$ cat src/rtl/pc_seq.sv
// Program-counter sequencer: owns the PC and the IDLE/RUN/HALT run state, applies LUT branch offsets.
// PC, state and counters update one clock after their inputs; Stall freezes the PC but never the cycle count.
module pc_seq #(
    parameter int PC_W  = 8,
    parameter int PTR_W = 5,
    parameter int CNT_W = 16
) (
    input  logic                    Clk,
    input  logic                    Reset_n,
    input  logic                    Start,
    input  logic                    Stall,
    input  logic                    Branch_en,
    input  logic                    Halt_in,
    input  logic [PTR_W-1:0]        Target_in,
    output logic [PTR_W-1:0]        Lut_ptr,
    input  logic signed [7:0]       Lut_off,
    output logic [PC_W-1:0]         PC,
    output logic                    Running,
    output logic                    Done,
    output logic [CNT_W-1:0]        Cycle_ct
);

    localparam int EXT_W = PC_W + 8;

    typedef enum logic [1:0] {
        S_IDLE = 2'd0,
        S_RUN  = 2'd1,
        S_HALT = 2'd2
    } state_t;

    state_t             state_q, state_d;
    logic [PC_W-1:0]    pc_q, pc_d;
    logic [CNT_W-1:0]   cnt_q, cnt_d;
    logic               done_q, done_d;
    logic [EXT_W-1:0]   off_ext;

    // Widen first so the offset is sign-extended for any PC_W, then keep the low PC_W bits.
    assign off_ext = {{PC_W{Lut_off[7]}}, Lut_off};

    always_ff @(posedge Clk or negedge Reset_n) begin
        if (!Reset_n) begin
            state_q <= S_IDLE;
            pc_q    <= '0;
            cnt_q   <= '0;
            done_q  <= 1'b0;
        end else begin
            state_q <= state_d;
            pc_q    <= pc_d;
            cnt_q   <= cnt_d;
            done_q  <= done_d;
        end
    end

    always_comb begin
        state_d = state_q;
        case (state_q)
            S_IDLE, S_HALT: if (Start)   state_d = S_RUN;
            S_RUN:          if (Halt_in) state_d = S_HALT;
            default:                     state_d = S_IDLE;
        endcase
    end

    always_comb begin
        pc_d   = pc_q;
        cnt_d  = cnt_q;
        done_d = 1'b0;
        case (state_q)
            S_IDLE, S_HALT: begin
                if (Start) begin
                    pc_d  = '0;
                    cnt_d = '0;
                end
            end
            S_RUN: begin
                if (cnt_q != {CNT_W{1'b1}}) cnt_d = cnt_q + CNT_W'(1);
                done_d = Halt_in;
                if (Halt_in || Stall) begin
                    pc_d = pc_q;
                end else if (Branch_en && (Lut_off != 8'sd0)) begin
                    pc_d = pc_q + off_ext[PC_W-1:0];
                end else begin
                    // A zero offset marks an unmapped LUT entry and falls through.
                    pc_d = pc_q + PC_W'(1);
                end
            end
            default: begin
                pc_d  = '0;
                cnt_d = '0;
            end
        endcase
    end

    always_comb begin
        Lut_ptr  = Target_in;
        PC       = pc_q;
        Running  = (state_q == S_RUN);
        Done     = done_q;
        Cycle_ct = cnt_q;
    end

endmodule

$ cat config.mk
export PLATFORM = sky130hd
export DESIGN_NAME = pc_seq
export DESIGN_NICKNAME = d
export VERILOG_FILES = /design/src/rtl/pc_seq.sv
export SDC_FILE = /design/constraint.sdc
export NUM_CORES = 1
export LEC_CHECK = 0
export CAP_MARGIN = 5
export CORE_ASPECT_RATIO = 1.25
export CORE_MARGIN = 3
export CORE_UTILIZATION = 40
export CTS_CLUSTER_SIZE = 30
export DETAILED_ROUTE_END_ITERATION = 10
export HOLD_SLACK_MARGIN = 0.1
export PLACE_DENSITY_LB_ADDON = 0.12
export SYNTH_ARGS = -nofsm -noshare
export SYNTH_HDL_FRONTEND = slang
export SYNTH_SLANG_ARGS = --single-unit
$ cat constraint.sdc
create_clock -name Clk -period 5.6 [get_ports Clk]
set_clock_uncertainty 0.2 [all_clocks]
set_input_delay 0.56 -clock Clk [delete_from_list [all_inputs] [get_ports Clk]]
set_output_delay 0.56 -clock Clk [all_outputs]
set_load 0.02 [all_outputs]
### After elaboration in Yosys (flattened, before gate mapping)

Cells that the tools add are included.

* input bits: 19
* register bits: 27
* output and inout port bits: 31
* word-level logic and storage cells: 33

* eq/ne operators: 7
* multiplexer cells: 11
* reduce and logical (&&, ||, !) cells: 8
* $add $sub $neg: 3

Operator list (count)
* $mux 16: 2
* $pmux 16 s2: 1
* $mux 8: 3
* $add 16x1->16 const B: 1
* $ne 16x16->1 const B: 1
* $pmux 8 s2: 1
* $add 8x1->8 const B: 1
* $add 8x8->8: 1
* $reduce_bool 8->1: 1
* $ne 2x2->1 const B: 3
* $reduce_and 2->1: 3
* $mux 2: 2
* $pmux 2 s2: 1
* $eq 2x1->1 const B: 1
* $eq 2x2->1 const B: 1
* $logic_not 2->1: 1
* $ne 2x1->1 const B: 1
* $reduce_or 2->1: 1
* $logic_and 1x1->1: 1
* $logic_or 1x1->1: 1
* $mux 1: 1

### Logic depth before layout (Yosys ltp)

* depth in word-level cells: 5
* depth in mapped cells: 11

### Worst setup path before layout

OpenSTA, ideal clock, no wires.

* path type: input to register
* start: in Lut_off[1]
* end: reg pc_q[6], in the netlist PC[6]
* stages: 11
* arrival: 2.154 ns
* path slack: 3.125 ns
* setup time: 0.121 ns
* path buffers: 0
* required time: 5.279 ns
* cell sequence: nor3_1 > nand2_1 > nand3b_1 > ha_1 > fa_1 > a21o_1 > a21oi_1 > o21bai_1 > a21oi_1 > xnor2_1 > a22o_1

* word-level cells in the longest chain between the ends: 5
* elaborated cells between the ends (all ways): 6

RTL lines
* start, declared: line 16 `input logic signed [7:0] Lut_off,`
* parallel branches: the longest is 2 deep, another holds $add 8x8->8
* $mux 8 *: line 79 `end else if (Branch_en && (Lut_off != 8'sd0)) begin`
* $mux 8 *: line 77 `if (Halt_in || Stall) begin`
* $pmux 8 s2 *: line 67 `case (state_q)`
* end signal, assigned: line 48 `pc_q <= pc_d;`
* end, declared: line 32 `logic [PC_W-1:0] pc_q, pc_d;`

Every way passes the cells marked *. The select of a mux whose other input is x is not followed.
A chain may end at the register's enable or synchronous reset.

### Worst setup path after layout

* start: reg state_q[1]
* end: reg cnt_q[13], in the netlist Cycle_ct[13]

* word-level cells in the longest chain between the ends: 4
* elaborated cells between the ends (all ways): 8

RTL lines
* start, declared: line 31 `state_t state_q, state_d;`
* start signal, assigned: line 47 `state_q <= state_d;`
* $eq 2x2->1 or $logic_not 2->1 (tied branches): line 67
* $reduce_or 2->1: line 67
* $ne 2x2->1 (no line)
* $reduce_and 2->1 (no line)
* end signal, assigned: line 49 `cnt_q <= cnt_d;`
* end, declared: line 33 `logic [CNT_W-1:0] cnt_q, cnt_d;`

Several ways; a longest one is shown, not always the timed one.

==> flow_metrics.py <==
metrics = {
    "final_layout": {
        "area_growth_pct": 24.87,
        "final_core_utilization": 0.5371,
        "antennaDiodeCount": 0,
        "final_nets": 245,
        "drive_gt1_frac": 0.05093,
        "layout_commonest_cell": "clkdlybuf4s50_1",
        "nFillCells": 402,
        "final_cell_mix": "clkdlybuf4s50_1 (39), dfrtp_1 (27), o21ai_0 (20)",
    },
    "job": {
        "maxCapViolCount": 0,
    },
    "setup_path": {
        "cp.required_ns": 5.55,
        "cp-end-kind": "flip-flop",
        "cp_max_fo": 19,
        "cp_data_arrival_time_ns": 2.86,
        "crit_path_start_kind": "flip-flop",
        "critPathKind": "reg2reg",
        "r2r_setup_slack_ns": 2.69,
    },
    "pwr": {
        "p_int_mw": 0.3357,
        "netSwitchingPower_mw": 0.1722,
        "p_sw_frac": 0.3390,
        "peakVddDrop_uv": 125.1,
        "power_density_nw_per_um2": 239.9,
        "p_seq_frac": 0.445,
        "clockPowerShare": 0.216,
        "leakage_nw": 0.8967,
        "combPwrFrac": 0.338,
    },
    "clocking": {
        "numCtsBuffers": 3,
        "post_cts_buffers": 0,
        "clk_transition_reported_paths_ns": 0.09,
        "htree_levels": 1,
        "clk_path_buf_depth": 2,
        "tritoncts": "built",
        "root_buffer": "clkbuf_8",
        "cts.hold.buffers_added": 0,
        "clk_latency_ns": 0.27,
        "cts_resized": 0,
        "clkSinkCount": 27,
    },
    "synthesis": {
        "synthCells": 184,
        "yosys_warnings": 0,
        "netlist_area_um2": 1695,
        "syn_nets": 212,
        "ys_seq_area_frac": 0.3985,
        "avgSynthCellArea_um2": 9.214,
        "synth_seq_cells": 27,
        "post_synth_num_cell_types": 42,
    },
    "routing": {
        "drt_wl_total_um": 4145,
        "remaining_drc_errors": 0,
        "drtIter0Drc": 60,
        "vias_per_cell": 5.585,
        "final_antenna_net_count": 0,
        "wl_per_cell_um": 15.35,
        "via_count": 1508,
        "drt-pass1-iter-count": 4,
    },
    "timing": {
        "worst_slew_pin_slew_ns": 0.9811,
        "setup-violations-final": 0,
        "hold_violations": 0,
        "slew_viol_final": 0,
        "period_needed_ns": 2.912,
        "finalCritPeriodShare": 0.5199,
        "finalSetupTns_ns": 0,
        "rsz0062_at_grt": "no",
        "fmax_ghz": 0.3435,
        "maxSlewHeadroom": 0.3409,
    },
    "place": {
        "place_congestion": 0.8586,
        "dp_hpwl_um": 3054,
        "port_buffers": 39,
    },
    "die": {
        "die_area_um2": 5061,
        "die_h_um": 78.79,
        "rows": 25,
        "die_w_um": 64.23,
        "io_pins": 50,
        "coreArea_um2": 3941,
        "initial_core_util": 0.4302,
    },
    "global_route": {
        "grt_pass1_vias": 1535,
        "grt_start_max_net_pins": 28,
        "grtUsageTotal": 0.1698,
        "antenna_found_initial": 0,
        "grt_pass1_wl_um": 7044,
        "grt_overflow": 0,
    },
    "outcome": {
        "status": "completed",
    },
    "hold_path": {
        "hold_path_class": "reg2reg",
    },
}
stage by stage:
stage                     setup slack [ns]  instances  hold slack [ns]  power (mW)  area, µm²
after detailed placement             2.421        266           0.2905      0.4030       2072
after global routing                 2.459        270           0.3499      0.5424       2117
after floorplan                      3.125        184          0.06441      0.3477       1695
after CTS                            2.673        270           0.3125      0.5144       2117
after global placement               2.484        266           0.2505      0.3976       2072
final                                2.688        270           0.3081      0.5078       2117
Yosys cell counts (all sizes together):
cell type / count / area (µm²)
xor2: 1 / 8.760
o41ai: 1 / 27.53
o22ai: 1 / 6.260
clkbuf: 3 / 12.51
a21oi: 11 / 55.05
a31oi: 3 / 18.77
nand3b: 1 / 7.510
ha: 8 / 100.1
buf: 9 / 76.32
o21bai: 2 / 15.01
a22o: 5 / 43.79
inv: 3 / 11.26
or2: 2 / 12.52
nand4b: 1 / 8.760
nor3: 5 / 25.02
o31ai: 9 / 72.57
fa: 1 / 20.02
and3: 2 / 13.77
a211oi: 2 / 15.01
nand2b: 2 / 12.51
o21ai: 22 / 110.1
a21o: 4 / 30.03
nor2: 9 / 33.78
nor2b: 1 / 6.260
nand2: 19 / 71.32
and2: 10 / 62.56
nand4: 3 / 18.77
clkinv: 1 / 8.760
nor4: 3 / 18.77
nand3: 6 / 35.03
a221oi: 1 / 8.760
a31o: 1 / 8.760
xnor2: 5 / 43.79
dfrtp: 27 / 675.7
flip-flops by register name (all words and copies together) (netlist names):
register / count
Cycle_ct: 16
Done: 1
PC: 8
state_q: 2
kinds of logic after synthesis:
family                     share of synthesized area
adders and majority gates                    0.07085
AOI/OAI and AO/OA                             0.2428
and+or+nand+nor                               0.1926
xor gates and xnor gates                     0.03100
buffers and inverters                        0.06420
DFF                                           0.3985
metal layers:
layer | GRT usage | wire [µm]
met2 | 0.3164 | 2114
met5 | 0 | 0
met1 | 0.1980 | 1796
met3 | 0.03819 | 213
met4 | 0.03171 | 20
worst paths after layout:
check	endpoint	cells past startpoint	startpoint
worst max register to register	Cycle_ct[13]	6	state_q[1]
min in group asynchronous	Cycle_ct[11]	2	Reset_n
worst max-delay path	Cycle_ct[13]	6	state_q[1]
worst min register to register	PC[7]	1	PC[7]
max in group asynchronous	state_q[1]	2	Reset_n
worst min-delay path	PC[7]	1	PC[7]
layout make-up:
type / count / area, µm² / share of cell area
multi-input cells: 141 / 910.9 / 0.4303
clock buffers: 4 / 45.04 / 0.02128
repair buffers: 40 / 397.9 / 0.1879
well taps: 54 / 67.56 / 0.03191
inverters: 4 / 20.02 / 0.009456
flip-flops and latches: 27 / 675.6 / 0.3191
power by group through the flow:
stage | combinational [mW] | sequential, mW | clock (mW)
CTS | 0.173 | 0.226 | 0.115
global placement | 0.169 | 0.229 | 0
detailed placement | 0.173 | 0.230 | 0
global route | 0.190 | 0.229 | 0.124
finish | 0.172 | 0.226 | 0.110
floorplan | 0.105 | 0.243 | 0
worst max-delay path, stage by stage, from the launching register on:
cell,delay [ns]
dfrtp_1,0.40
nand2b_1,0.50
clkinv_4,0.23
nand3_2,0.13
o41ai_4,0.78
or2_1,0.42
o31ai_1,0.13
Power figures use the tool's default switching activity.
